## config.mk

```make
export PLATFORM = sky130hd
export DESIGN_NAME = calc_e_sched
export DESIGN_NICKNAME = d
export VERILOG_FILES = /design/src/rtl/calc_e_sched.sv
export SDC_FILE = /design/constraint.sdc
export NUM_CORES = 1
export LEC_CHECK = 0
export CAP_MARGIN = 15
export CORE_ASPECT_RATIO = 0.5
export CORE_MARGIN = 3
export CORE_UTILIZATION = 30
export CTS_CLUSTER_DIAMETER = 60
export CTS_CLUSTER_SIZE = 10
export DETAILED_ROUTE_END_ITERATION = 6
export GPL_TIMING_DRIVEN = 0
export PLACE_DENSITY = 0.58
export SYNTH_ARGS = -nofsm -noshare
export SYNTH_HDL_FRONTEND = slang
export SYNTH_SLANG_ARGS = --single-unit
```

## constraint.sdc

```tcl
create_clock -name clk -period 4.3 [get_ports clk]
set_input_delay 0.86 -clock clk [delete_from_list [all_inputs] [get_ports clk]]
set_output_delay 0.86 -clock clk [all_outputs]
set_load 0.1 [all_outputs]
```

## src/rtl/calc_e_sched.sv

```systemverilog
// Scheduler that feeds candidate sequences to NUM_UNITS energy engines and tracks the minimum-energy result.
// Optional early stop on an energy threshold: define CALC_E_SCHED_THRESH_EN.
module calc_e_sched #(
  parameter int NUM_UNITS = 4,
  parameter int SEQ_WIDTH = 40,
  parameter int E_WIDTH   = 20,
  parameter int CNT_WIDTH = 32
) (
  input  logic                           clk,
  input  logic                           rst,
  input  logic                           start,
  input  logic [CNT_WIDTH-1:0]           cfg_count,
  input  logic [6:0]                     cfg_offset,
  input  logic [SEQ_WIDTH-1:0]           cfg_mask,
  input  logic [SEQ_WIDTH-1:0]           s_seq,
  input  logic                           s_valid,
  output logic                           s_ready,
  output logic [SEQ_WIDTH-1:0]           eng_seq,
  output logic [NUM_UNITS-1:0]           eng_valid,
  input  logic [NUM_UNITS-1:0]           eng_ready,
  input  logic [NUM_UNITS*E_WIDTH-1:0]   res_e,
  input  logic [NUM_UNITS*SEQ_WIDTH-1:0] res_seq,
  input  logic [NUM_UNITS-1:0]           res_valid,
  output logic [NUM_UNITS-1:0]           res_ack,
  output logic [E_WIDTH-1:0]             best_e,
  output logic [SEQ_WIDTH-1:0]           best_seq,
  output logic [CNT_WIDTH-1:0]           n_done,
  output logic                           busy,
  output logic                           done
`ifdef CALC_E_SCHED_THRESH_EN
  ,
  input  logic [E_WIDTH-1:0]             cfg_thresh,
  output logic                           hit
`endif
);

  localparam int PTR_W = $clog2(NUM_UNITS);

  typedef enum logic [1:0] {S_IDLE, S_RUN, S_DRAIN, S_DONE} state_e;

  state_e                 state_q, state_d;
  logic [CNT_WIDTH-1:0]   count_q, count_d;
  logic [CNT_WIDTH-1:0]   issued_q, issued_d;
  logic [CNT_WIDTH-1:0]   n_done_q, n_done_d;
  logic [E_WIDTH-1:0]     best_e_q, best_e_d;
  logic [SEQ_WIDTH-1:0]   best_seq_q, best_seq_d;
  logic [NUM_UNITS-1:0]   eng_valid_q, eng_valid_d;
  logic [SEQ_WIDTH-1:0]   eng_seq_q, eng_seq_d;
  logic [NUM_UNITS-1:0]   res_ack_q, res_ack_d;
  logic [PTR_W-1:0]       rr_ptr_q, rr_ptr_d;
  logic                   hit_block;

  logic [NUM_UNITS-1:0]   disp_elig, col_elig;
  logic [PTR_W-1:0]       disp_idx, col_idx, cand;
  logic                   disp_ok, col_ok, col_found;
  logic [E_WIDTH-1:0]     col_e;
  logic [SEQ_WIDTH-1:0]   col_seq;

  // Offset and mask reach the engines by direct wiring in the parent; nothing here consumes them.
  logic unused_cfg;
  assign unused_cfg = ^{cfg_offset, cfg_mask};

`ifdef CALC_E_SCHED_THRESH_EN
  logic [E_WIDTH-1:0] thresh_q, thresh_d;
  logic               hit_q, hit_d;
  assign hit_block = hit_q;
  assign hit       = hit_q;
`else
  assign hit_block = 1'b0;
`endif

  // A unit strobed or acked last cycle still shows its stale registered ready/valid, so it is masked.
  assign disp_elig = eng_ready & ~eng_valid_q;
  assign col_elig  = res_valid & ~res_ack_q;

  assign disp_ok = (state_q == S_RUN) && (issued_q < count_q) && (|disp_elig) && !hit_block;
  assign col_ok  = ((state_q == S_RUN) || (state_q == S_DRAIN)) && (n_done_q < issued_q) && (|col_elig);

  // Lowest-index free engine: descending scan leaves the lowest hit last.
  always_comb begin
    disp_idx = '0;
    for (int k = NUM_UNITS - 1; k >= 0; k--) begin
      if (disp_elig[k]) disp_idx = PTR_W'(k);
    end
  end

  // Round-robin search starting one past the last acked unit.
  always_comb begin
    col_idx   = rr_ptr_q;
    col_found = 1'b0;
    cand      = '0;
    for (int i = 1; i <= NUM_UNITS; i++) begin
      cand = PTR_W'((int'(rr_ptr_q) + i) % NUM_UNITS);
      if (!col_found && col_elig[cand]) begin
        col_found = 1'b1;
        col_idx   = cand;
      end
    end
  end

  always_comb begin
    col_e   = '0;
    col_seq = '0;
    for (int k = 0; k < NUM_UNITS; k++) begin
      if (col_idx == PTR_W'(k)) begin
        col_e   = res_e[k*E_WIDTH +: E_WIDTH];
        col_seq = res_seq[k*SEQ_WIDTH +: SEQ_WIDTH];
      end
    end
  end

  // NOTE: every _d signal is given a default before any branch, so no latch can be inferred.
  always_comb begin
    state_d     = state_q;
    count_d     = count_q;
    issued_d    = issued_q;
    n_done_d    = n_done_q;
    best_e_d    = best_e_q;
    best_seq_d  = best_seq_q;
    eng_valid_d = '0;
    eng_seq_d   = eng_seq_q;
    res_ack_d   = '0;
    rr_ptr_d    = rr_ptr_q;
`ifdef CALC_E_SCHED_THRESH_EN
    thresh_d    = thresh_q;
    hit_d       = hit_q;
`endif

    unique case (state_q)
      S_IDLE, S_DONE: begin
        if (start) begin
          count_d    = cfg_count;
          issued_d   = '0;
          n_done_d   = '0;
          best_e_d   = '1;
          best_seq_d = '0;
          rr_ptr_d   = PTR_W'(NUM_UNITS - 1);
`ifdef CALC_E_SCHED_THRESH_EN
          thresh_d   = cfg_thresh;
          hit_d      = 1'b0;
`endif
          state_d    = (cfg_count == '0) ? S_DONE : S_RUN;
        end
      end
      S_RUN:   if (issued_q == count_q) state_d = S_DRAIN;
      S_DRAIN: if (n_done_q == issued_q) state_d = S_DONE;
      default: state_d = S_IDLE;
    endcase

    if (s_valid && disp_ok) begin
      eng_valid_d = NUM_UNITS'(1) << disp_idx;
      eng_seq_d   = s_seq;
      issued_d    = issued_q + CNT_WIDTH'(1);
    end

    if (col_ok) begin
      res_ack_d = NUM_UNITS'(1) << col_idx;
      rr_ptr_d  = col_idx;
      n_done_d  = n_done_q + CNT_WIDTH'(1);
      // Strict compare: on a tie the earlier-retired result stays.
      if (col_e < best_e_q) begin
        best_e_d   = col_e;
        best_seq_d = col_seq;
      end
`ifdef CALC_E_SCHED_THRESH_EN
      if (col_e <= thresh_q) begin
        hit_d = 1'b1;
        if (state_q == S_RUN) state_d = S_DRAIN;
      end
`endif
    end
  end

  // NOTE: state registers take non-blocking assignments only; all decisions live in the always_comb above.
  always_ff @(posedge clk) begin
    if (rst) begin
      state_q     <= S_IDLE;
      count_q     <= '0;
      issued_q    <= '0;
      n_done_q    <= '0;
      best_e_q    <= '1;
      best_seq_q  <= '0;
      eng_valid_q <= '0;
      eng_seq_q   <= '0;
      res_ack_q   <= '0;
      rr_ptr_q    <= PTR_W'(NUM_UNITS - 1);
`ifdef CALC_E_SCHED_THRESH_EN
      thresh_q    <= '0;
      hit_q       <= 1'b0;
`endif
    end else begin
      state_q     <= state_d;
      count_q     <= count_d;
      issued_q    <= issued_d;
      n_done_q    <= n_done_d;
      best_e_q    <= best_e_d;
      best_seq_q  <= best_seq_d;
      eng_valid_q <= eng_valid_d;
      eng_seq_q   <= eng_seq_d;
      res_ack_q   <= res_ack_d;
      rr_ptr_q    <= rr_ptr_d;
`ifdef CALC_E_SCHED_THRESH_EN
      thresh_q    <= thresh_d;
      hit_q       <= hit_d;
`endif
    end
  end

  assign s_ready   = disp_ok;
  assign eng_valid = eng_valid_q;
  assign eng_seq   = eng_seq_q;
  assign res_ack   = res_ack_q;
  assign best_e    = best_e_q;
  assign best_seq  = best_seq_q;
  assign n_done    = n_done_q;
  assign busy      = (state_q == S_RUN) || (state_q == S_DRAIN);
  assign done      = (state_q == S_DONE);

endmodule
```

# Word-level counts from Yosys, hierarchy flattened
# Index checks and enable logic that the tools add are counted.
[word_totals]
reg_bits = 208
input_bits = 371
out_inout_bits = 143
elab_cells = 117
[op_classes]
n_addsub = 6
order_cmp = 7
n_eq_ne = 11
shifts = 2
muxes = 47
bitwise_logic = 6
n_reduce_logical = 28
[op_table]
columns = ["op", "count"]
rows = [
  ["40-bit 2-to-1 mux", 8],
  ["20-bit 2-to-1 mux", 8],
  ["32-bit 2-to-1 mux", 4],
  ["32-bit by 1-bit adder with 32-bit output (second input constant)", 2],
  ["32-bit == test", 2],
  ["32-bit < comparator", 2],
  ["32-bit logical NOT", 1],
  ["2-bit 2-to-1 mux", 15],
  ["20-bit < comparator", 1],
  ["2-bit by 3-bit < comparator with 1-bit output (second input constant)", 4],
  ["4-bit AND", 2],
  ["1-bit binary-select mux with 2-bit select", 4],
  ["2-bit == test (second input constant)", 4],
  ["1-bit logical AND", 8],
  ["4-bit NOT", 2],
  ["2-bit nonzero test", 4],
  ["4-bit OR reduction", 2],
  ["1-bit by 2-bit << shifter with 4-bit output (first input constant)", 2],
  ["1-bit 2-to-1 mux", 7],
  ["2-bit inequality test (second input constant)", 3],
  ["2-bit one-hot mux with 3 select lines", 1],
  ["2-bit AND reduction", 3],
  ["2-bit OR reduction", 3],
  ["2-bit by 1-bit adder with 2-bit output (second input constant)", 2],
  ["7 further kinds", 13],
]

# Longest topological paths before layout
# Gate-level depths: netlist (run 1).
[logic_depth]
depth_word = 22
depth_mapped = 18
ltp_nobuf = 15

# Worst setup path after synthesis (run 1)
# OpenSTA, ideal clock, no wires.
[synth_path]
kind = "reg2out"
startpoint = "register count_q[1]"
endpoint = "output port s_ready"
arrival_ns = 3.860
required_ns = 3.440
path_slack_ns = -0.420
path_stages_with_launch = 10
n_path_buf = 1
path_cell_list = "dfxtp_1 -> inv_1 -> ha_1 -> nor2b_1 -> o21a_1 -> o2111ai_1 -> a211oi_1 -> o41a_1 -> clkbuf_1 -> nor3_1"
[synth_between]
elab_chain_cells = 3
[synth_lines]
columns = ["element", "line_no", "rtl"]
rows = [
  ["from (decl)", "42", "logic [CNT_WIDTH-1:0] count_q, count_d;"],
  ["from (signal assigned)", "193", "count_q <= count_d;"],
  ["32-bit < comparator", "76", "assign disp_ok = (state_q == S_RUN) && (issued_q < count_q) && (|disp_elig) && !hit_block;"],
  ["1-bit logical AND (2 in a row)", "76", ""],
  ["to (decl)", "17", "output logic s_ready,"],
]
# No other way between the ends.

# Worst setup path after layout (run 1)
[layout_path]
startpoint = "input port res_valid[3]"
endpoint = "register best_seq_q[34] (netlist: best_seq[34])"
[layout_between]
elab_chain_cells = 21
elab_cells_between_ends = 39
classes_between = "1 x order compare; 3 x eq/ne; 25 x mux; 1 x bitwise; 9 x reduce/logical"
[layout_lines]
columns = ["element", "line_no", "rtl"]
rows = [
  ["from (decl)", "23", "input logic [NUM_UNITS-1:0] res_valid,"],
  ["4-bit AND (*)", "74", "assign col_elig = res_valid & ~res_ack_q;"],
  ["1-bit binary-select mux with 2-bit select", "94", "if (!col_found && col_elig[cand]) begin"],
  ["1-bit 2-to-1 mux (implied by the code)", "94", ""],
  ["1-bit 2-to-1 mux", "94", ""],
  ["1-bit logical NOT", "94", ""],
  ["1-bit logical AND", "94", ""],
  ["1-bit 2-to-1 mux", "94", ""],
  ["1-bit logical NOT", "94", ""],
  ["[2 not listed]", "--", ""],
  ["1-bit logical NOT", "94", ""],
  ["1-bit logical AND", "94", ""],
  ["2-bit 2-to-1 mux", "94", ""],
  ["2-bit logical NOT", "105", "if (col_idx == PTR_W'(k)) begin"],
  ["20-bit 2-to-1 mux (4 in a row)", "105", ""],
  ["20-bit < comparator", "161", "if (col_e < best_e_q) begin"],
  ["40-bit 2-to-1 mux", "161", ""],
  ["40-bit 2-to-1 mux (*)", "156", "if (col_ok) begin"],
  ["to (signal assigned)", "197", "best_seq_q <= best_seq_d;"],
  ["to (decl)", "46", "logic [SEQ_WIDTH-1:0] best_seq_q, best_seq_d;"],
]
# Mark *: on every way between the ends. The rest lies on a longest branch, timed or not. The select of a mux whose other input is x is not followed.
# A chain may end at the register's enable or synchronous reset.

==> run_results.csv, run 1 <==
group,metric,value,unit
global_routing,grt_max_degree,13,
pwr,peakVddDrop,0.0003571,V
pwr,powerDensity,476.0,mW/mm2
setup_path,worst_ep_arrival_time,4690,ps
logic_synthesis,ys_seq_elements,208,
layout,final_area,0.01944,mm2
logic_synthesis,synth_xor_area_share,0.3540,%
layout,fin_cells,2770,
hold_path,min_path_type,"flip-flop to flip-flop",
layout,drive_gt1_share,7.892,%
global_routing,grtUsageTotal,25.35,%
logic_synthesis,yosysSeqAreaShare,33.66,%
timing,period_share,98.26,%
clock_tree,cts_max_level,1,
global_routing,grt_pass1_vias,13835,
place,postPlaceCellArea,0.01772,mm2
layout,synthToLayoutAreaGrowth,57.20,%
place,dpl.hpwl,45.54,mm
logic_synthesis,synth_edf_count,0,
place,io_buffers,466,
timing,tightest_slew,1191,ps
logic_synthesis,synth_compound_area_share,19.64,%
global_routing,gr-total-overflow,0,
timing,slew_violations,0,
logic_synthesis,synth_top_family_by_area,"simple AND/OR/NAND/NOR gates",
routing,vias,14476,
clock_tree,clock_latency,540,ps
clock_tree,clock_sinks,208,
logic_synthesis,synthAdderAreaFrac,9.003,%
die,core,0.03975,mm2
logic_synthesis,ys_async_sr_fraction,0,%
run_status,status,"finished, final reports clean",
timing,holdWs,452.6,ps
pwr,p_leak,7.425,nW
clock_tree,path_clk_slew,60,ps
timing,maxSlewHeadroom,20.32,%
logic_synthesis,synthMuxAreaShare,0.6170,%
routing,postRouteAntennaNets,0,
logic_synthesis,ys_types,58,
global_routing,grt_pass1_wl,85.69,mm
die,io_pins,514,
logic_synthesis,syn-instance-count,1703,
die,die_h,149.6,um
routing,wl_per_cell,21.12,um
timing,skew,20.64,ps
logic_synthesis,synth-simple-area-share,30.21,%
setup_path,cp_max_fo,10,
die,die_area,0.04385,mm2
run,maxCapViolations,0,
logic_synthesis,synth_flop_cell,"dfxtp_1",
timing,hold_viol_final,0,
place,gp_congestion,0.9019,
clock_tree,cts_tree,"yes",
timing,setup-violations-final,0,
die,initial_core_util,31.11,%
logic_synthesis,syn_nets,2163,
logic_synthesis,syn_area,0.01237,mm2
routing,vias_per_cell,5.226,
clock_tree,cts_buffer_depth,3,
routing,routed_wl,58.50,mm
routing,first_pass_iters,5,
setup_path,crit_path_end_kind,"flip-flop",
die,die_w,293.2,um
timing,fmax,236.7,MHz
logic_synthesis,synth.avg_cell_area,7.263,um2
clock_tree,cts_root_buf,"clkbuf_16",
clock_tree,cts_buffers,25,
routing,drc_errors,0,
setup_path,worstSetupPathType,"primary input to flip-flop",
setup_path,crit_required,4770,ps
global_routing,antenna_found_initial,12,
die,core.rowCount,51,
logic_synthesis,yosysWarnings,0,
routing,first_iter_violations,1024,
layout,num-nets-final,2687,
timing,min_period,4225,ps
layout,fillers,3946,
place,numPlacedInstances,2699,
setup_path,critPathLaunchType,"primary input",
[through the flow]
stage | worst slack, ps | TNS [ps] | total power [mW] | utilization [%]
3_5_place_dp | -2026 | -118200 | 6.722 | 44.58
3_3_place_gp | -1899 | -110690 | 6.710 | 44.58
2_1_floorplan | 8.502 | 0 | 5.204 | -
4_1_cts | 7.885 | 0 | 9.157 | 48.37
6_report | 74.80 | 0 | 9.255 | 48.91
5_1_grt | -18.65 | -38.52 | 9.682 | 48.90
[state kept, by name, summed over array words and instances, names as in the netlist]
signal     count
n_done        32
rr_ptr_q       2
count_q       32
best_seq      40
res_ack        4
best_e        20
state_q        2
eng_seq       40
issued_q      32
eng_valid      4
[power by group]
part	switching [mW]	internal, mW
clock	0.867	1.11
sequential	0.147	2.16
combinational	3.31	1.66
[synth_stat cells, types with 9 or more instances]
master    count  area [um2]
nand2_1     444        1667
dfxtp_1     208        4164
a21oi_1     175       875.8
clkbuf_1     99       371.6
inv_1        96       360.4
ha_1         89        1114
and3_1       76       475.5
nand3_1      72       360.4
nor2_1       56       210.2
nor3_1       42       210.2
a311o_1      40       400.4
o21ai_0      36       180.2
nand4_1      31       193.9
a31oi_1      23       143.9
a41oi_1      19       166.4
nor4_1       19       118.9
o211ai_1     19       142.6
nor2b_1      16       100.1
or3_1        13       81.33
a211oi_1      9       67.56
[layer usage]
metal	track usage (%)	vias up	routed length, um
met5	0	-	46
met4	9.384	6	2057
met3	4.256	100	3566
met2	41.91	489	27470
met1	33.37	6797	25360
li1	-	7084	-
[final timing paths]
kind	startpoint	end	slack (ps)	cells after the start
worst max register to register	res_ack[3]	best_seq[34]	170	19
worst min register to register	eng_seq[38]	eng_seq[38]	450	2
worst min-delay path	eng_seq[38]	eng_seq[38]	450	2
worst max-delay path	res_valid[3]	best_seq[34]	70	20
[worst max-delay path, stage by stage]
cell	delay, ps
buf_2	110
nor2b_4	190
o22ai_4	100
mux2_4	340
clkbuf_16	190
buf_4	140
clkbuf_8	160
nand2_2	90
a31oi_4	100
ha_2	210
a211oi_2	270
o22ai_1	130
o221ai_1	200
a31oi_1	130
or4_4	560
buf_12	170
buf_16	140
buf_8	130
a311o_1	320
a21oi_1	120
[final cells by class]
| cell class | count | area (um2) | share of cell area, % |
|---|---|---|---|
| well taps | 530 | 663.1 | 3.410 |
| repair buffers | 498 | 4979 | 25.60 |
| clock inverters | 3 | 46.29 | 0.2381 |
| clock buffers | 27 | 643.1 | 3.307 |
| inverters | 97 | 364.1 | 1.872 |
| flip-flops and latches | 208 | 4170 | 21.45 |
| multi-input cells | 1286 | 7919 | 40.72 |
| plain buffers | 111 | 635.6 | 3.269 |
| diodes | 10 | 25.02 | 0.1287 |
[cells in the final DEF, fill, tap and decap left out, types with 7 or more instances in the layout]
cell type | Yosys | final
clkdlybuf4s50_1 | 0 | 461
nand2_1 | 444 | 438
dfxtp_1 | 208 | 203
a21oi_1 | 175 | 170
inv_1 | 96 | 96
ha_1 | 89 | 82
clkbuf_1 | 99 | 76
and3_1 | 76 | 74
nand3_1 | 72 | 71
nor2_1 | 56 | 56
a311o_1 | 40 | 40
nor3_1 | 42 | 39
o21ai_0 | 36 | 35
buf_4 | 0 | 32
nand4_1 | 31 | 31
clkbuf_16 | 0 | 29
o211ai_1 | 19 | 19
nor4_1 | 19 | 19
a41oi_1 | 19 | 19
or3_1 | 13 | 13
nor2b_1 | 16 | 12
a31oi_4 | 0 | 12
clkbuf_2 | 0 | 11
diode_2 | 0 | 10
a211oi_1 | 9 | 8
and4_1 | 7 | 7
a221o_1 | 7 | 7
[logic make-up after synthesis]
logic type               count (synthesis)
AND/OR/NAND/NOR                        811
AO/OA/AOI/OAI                          374
buffers and inverters                  209
flip-flops                             208
adder cells (fa/ha/maj)                 89
multiplexers                             7
XOR/XNOR                                 5
[repair_timing]
action | 4_1_cts | 5_1_grt
gates cloned | 4 | 0
setup buffers | 20 | 8
endpoints found under the setup margin | 61 | 60
pin swaps | 32 | 30
resized for setup | 123 | 48
hold buffers | 0 | 0
Power figures use the tool's default switching activity.
==> run 2: changes to the inputs <==
- SETUP_SLACK_MARGIN: not set -> 0.15
==> run 2 against run 1 <==
Net effect: hold slack worse by 2.1 ps; non-clock buffer count stayed put; design area fell by 0.19%; largest power group unchanged; clock power fell by 3%; sequential share of layout area grew 0.059 points.
==> run_results.csv, run 2 (synthesized netlist as in run 1, its figures left out) <==
group,metric,value,unit
place,io_buffers,466,
layout,layout_common_cells,"clkdlybuf4s50_1 (461), nand2_1 (437), dfxtp_1 (202)",
timing,setup-violations-final,0,
global_routing,gr-total-overflow,0,
setup_path,crit_buf_inv,6,
clock_tree,clock_sinks,208,
setup_path,worstSetupPathType,"primary input to flip-flop",
place,dp_slack,-1502,ps
global_routing,grtUsageTotal,25.08,%
clock_tree,cts_buffer_depth,3,
routing,postRouteAntennaNets,0,
die,die_area,0.04385,mm2
routing,maxUsedRoutingLayer,"met5",
layout,mostFrequentLayoutCell,"clkdlybuf4s50_1",
global_routing,grt_max_degree,14,
setup_path,r2r_slack,260,ps
routing,wl_met3,3.587,mm
setup_path,critPathMostFrequentCell,"buf_4",
die,die_h,149.6,um
die,die_w,293.2,um
routing,drc_errors,0,
timing,skew,27.83,ps
setup_path,cp_slowest_cell,"or4_4",
layout,drive_gt1_share,8.075,%
routing,met2WireLength,27.29,mm
hold_path,min_to,"count_q[23]",
setup_path,critPathMaxStageDelay,550,ps
clock_tree,cts_root_buf,"clkbuf_16",
layout,fillers,4019,
routing,vias_per_cell,5.244,
place,gp_congestion,0.9580,
pwr,powerDensity,472.7,mW/mm2
setup_path,worst_ep_arrival_time,4470,ps
global_routing,grt_pass1_wl,84.74,mm
setup_path,cp.depth,20,
hold_path,min_path_type,"flip-flop to flip-flop",
layout,utilization,48.82,%
hold_path,holdPathStages,2,
layout,num-nets-final,2687,
timing,setup_ws,220.2,ps
timing,slew_violations,0,
die,initial_core_util,31.11,%
timing,hold_viol_final,0,
setup_path,cpLargestDelayFamily,"simple AND/OR/NAND/NOR gates",
layout,synthToLayoutAreaGrowth,56.91,%
setup_path,crit_required,4690,ps
clock_tree,cts_buffers,25,
run_status,status,"finished, final reports clean",
clock_tree,cts_max_level,1,
timing,rsz0062_at_grt,"false",
layout,seq_area,0.004174,mm2
clock_tree,clock_latency,570,ps
clock_tree,path_clk_slew,60,ps
hold_path,min_from,"count_q[23]",
setup_path,critPathLaunchType,"primary input",
pwr,p_leak,7.399,nW
timing,fmax,245.1,MHz
place,dpl.hpwl,44.74,mm
global_routing,grt_pass1_vias,13891,
layout,fin_cells,2767,
place,numPlacedInstances,2699,
routing,routed_wl,58.28,mm
timing,tightest_slew,1229,ps
routing,vias,14510,
run,maxCapViolations,0,
timing,maxSlewHeadroom,17.73,%
timing,holdWs,450.5,ps
die,core,0.03975,mm2
setup_path,cp_max_fo,10,
setup_path,r2r-end,"best_e[18]",
layout,multi_input_area,0.007898,mm2
routing,first_iter_violations,1058,
die,core.rowCount,51,
timing,min_period,4080,ps
routing,met1_length,24.83,mm
setup_path,crit_path_end_kind,"flip-flop",
routing,first_pass_iters,7,
setup_path,worstPathCellList,"buf_4 -> nor2b_4 -> o22ai_4 -> mux2_4 -> buf_6 -> clkbuf_8 -> nand2_1 -> and3_1 -> a31oi_4 -> ha_1 -> a211oi_2 -> o21ai_1 -> o211ai_1 -> a31oi_1 -> or4_4 -> buf_8 -> buf_4 -> clkbuf_4 -> nor3_1 -> a41oi_1",
global_routing,antenna_found_initial,16,
setup_path,reg2reg_depth,19,
clock_tree,cts_tree,"yes",
setup_path,r2r_start,"res_ack[3]",
routing,wl_per_cell,21.06,um
pwr,peakVddDrop,0.0002757,V
timing,period_share,94.88,%
die,io_pins,514,
## run 2: what timing repair did
item                                    4_1_cts  5_1_grt
cloned                                        5        2
hold buffers                                  0        0
setup buffers                                18        7
pin swaps                                    32       26
endpoints found under the setup margin       61       61
gates resized for setup                     127       43
## run 2: final cells by class
class / instances / share of cell area [%]
timing repair buffer: 498 / 25.66
sequential: 208 / 21.51
clock buffer: 26 / 3.243
antenna: 8 / 0.1031
buffer: 111 / 3.320
multi-input combinational: 1286 / 40.69
clock inverter: 3 / 0.1870
tap: 530 / 3.417
inverter: 97 / 1.876
## run 2: worst min-delay path: cells and delay by family (launching register included)
kind | cells | cell delay, ps
AND/OR/NAND/NOR | 1 | 50
flip-flops | 1 | 300
AO/OA/AOI/OAI | 1 | 50
## run 2: stage by stage
stage          area (um2)  TNS (ps)  power, mW
4_1_cts             19170         0      9.078
3_5_place_dp        17750    -85810      6.725
3_3_place_gp        17750    -88360      6.722
5_1_grt             19410         0      9.617
6_report            19410         0      9.174
2_1_floorplan       12420         0      5.217
## run 2: worst max-delay path by stage
stage / start / to / slack (ps)
final: res_valid[3] / best_e[18] / 220
after CTS: res_valid[1] / best_seq[29] / 160
after global routing: res_valid[3] / best_e[19] / 120
after detailed placement: res_valid[2] / best_seq[17] / -1500
after global placement: res_valid[2] / best_seq[14] / -1510
after floorplan: res_valid[2] / best_seq[33] / 150
## run 2: routing by layer
layer / up-vias / global-route usage, %
met3: 132 / 4.657
met4: 14 / 9.810
li1: 7103 / -
met5: - / 0
met2: 450 / 42.00
met1: 6811 / 32.14
## run 2: report_power, final
| group | internal, mW | total [mW] | switching [mW] | leakage, nW |
|---|---|---|---|---|
| registers | 2.16 | 2.31 | 0.146 | 1.69 |
| clock network | 1.04 | 1.92 | 0.885 | 0.323 |
| logic | 1.65 | 4.94 | 3.29 | 5.39 |
| total | 4.85 | 9.17 | 4.32 | 7.40 |
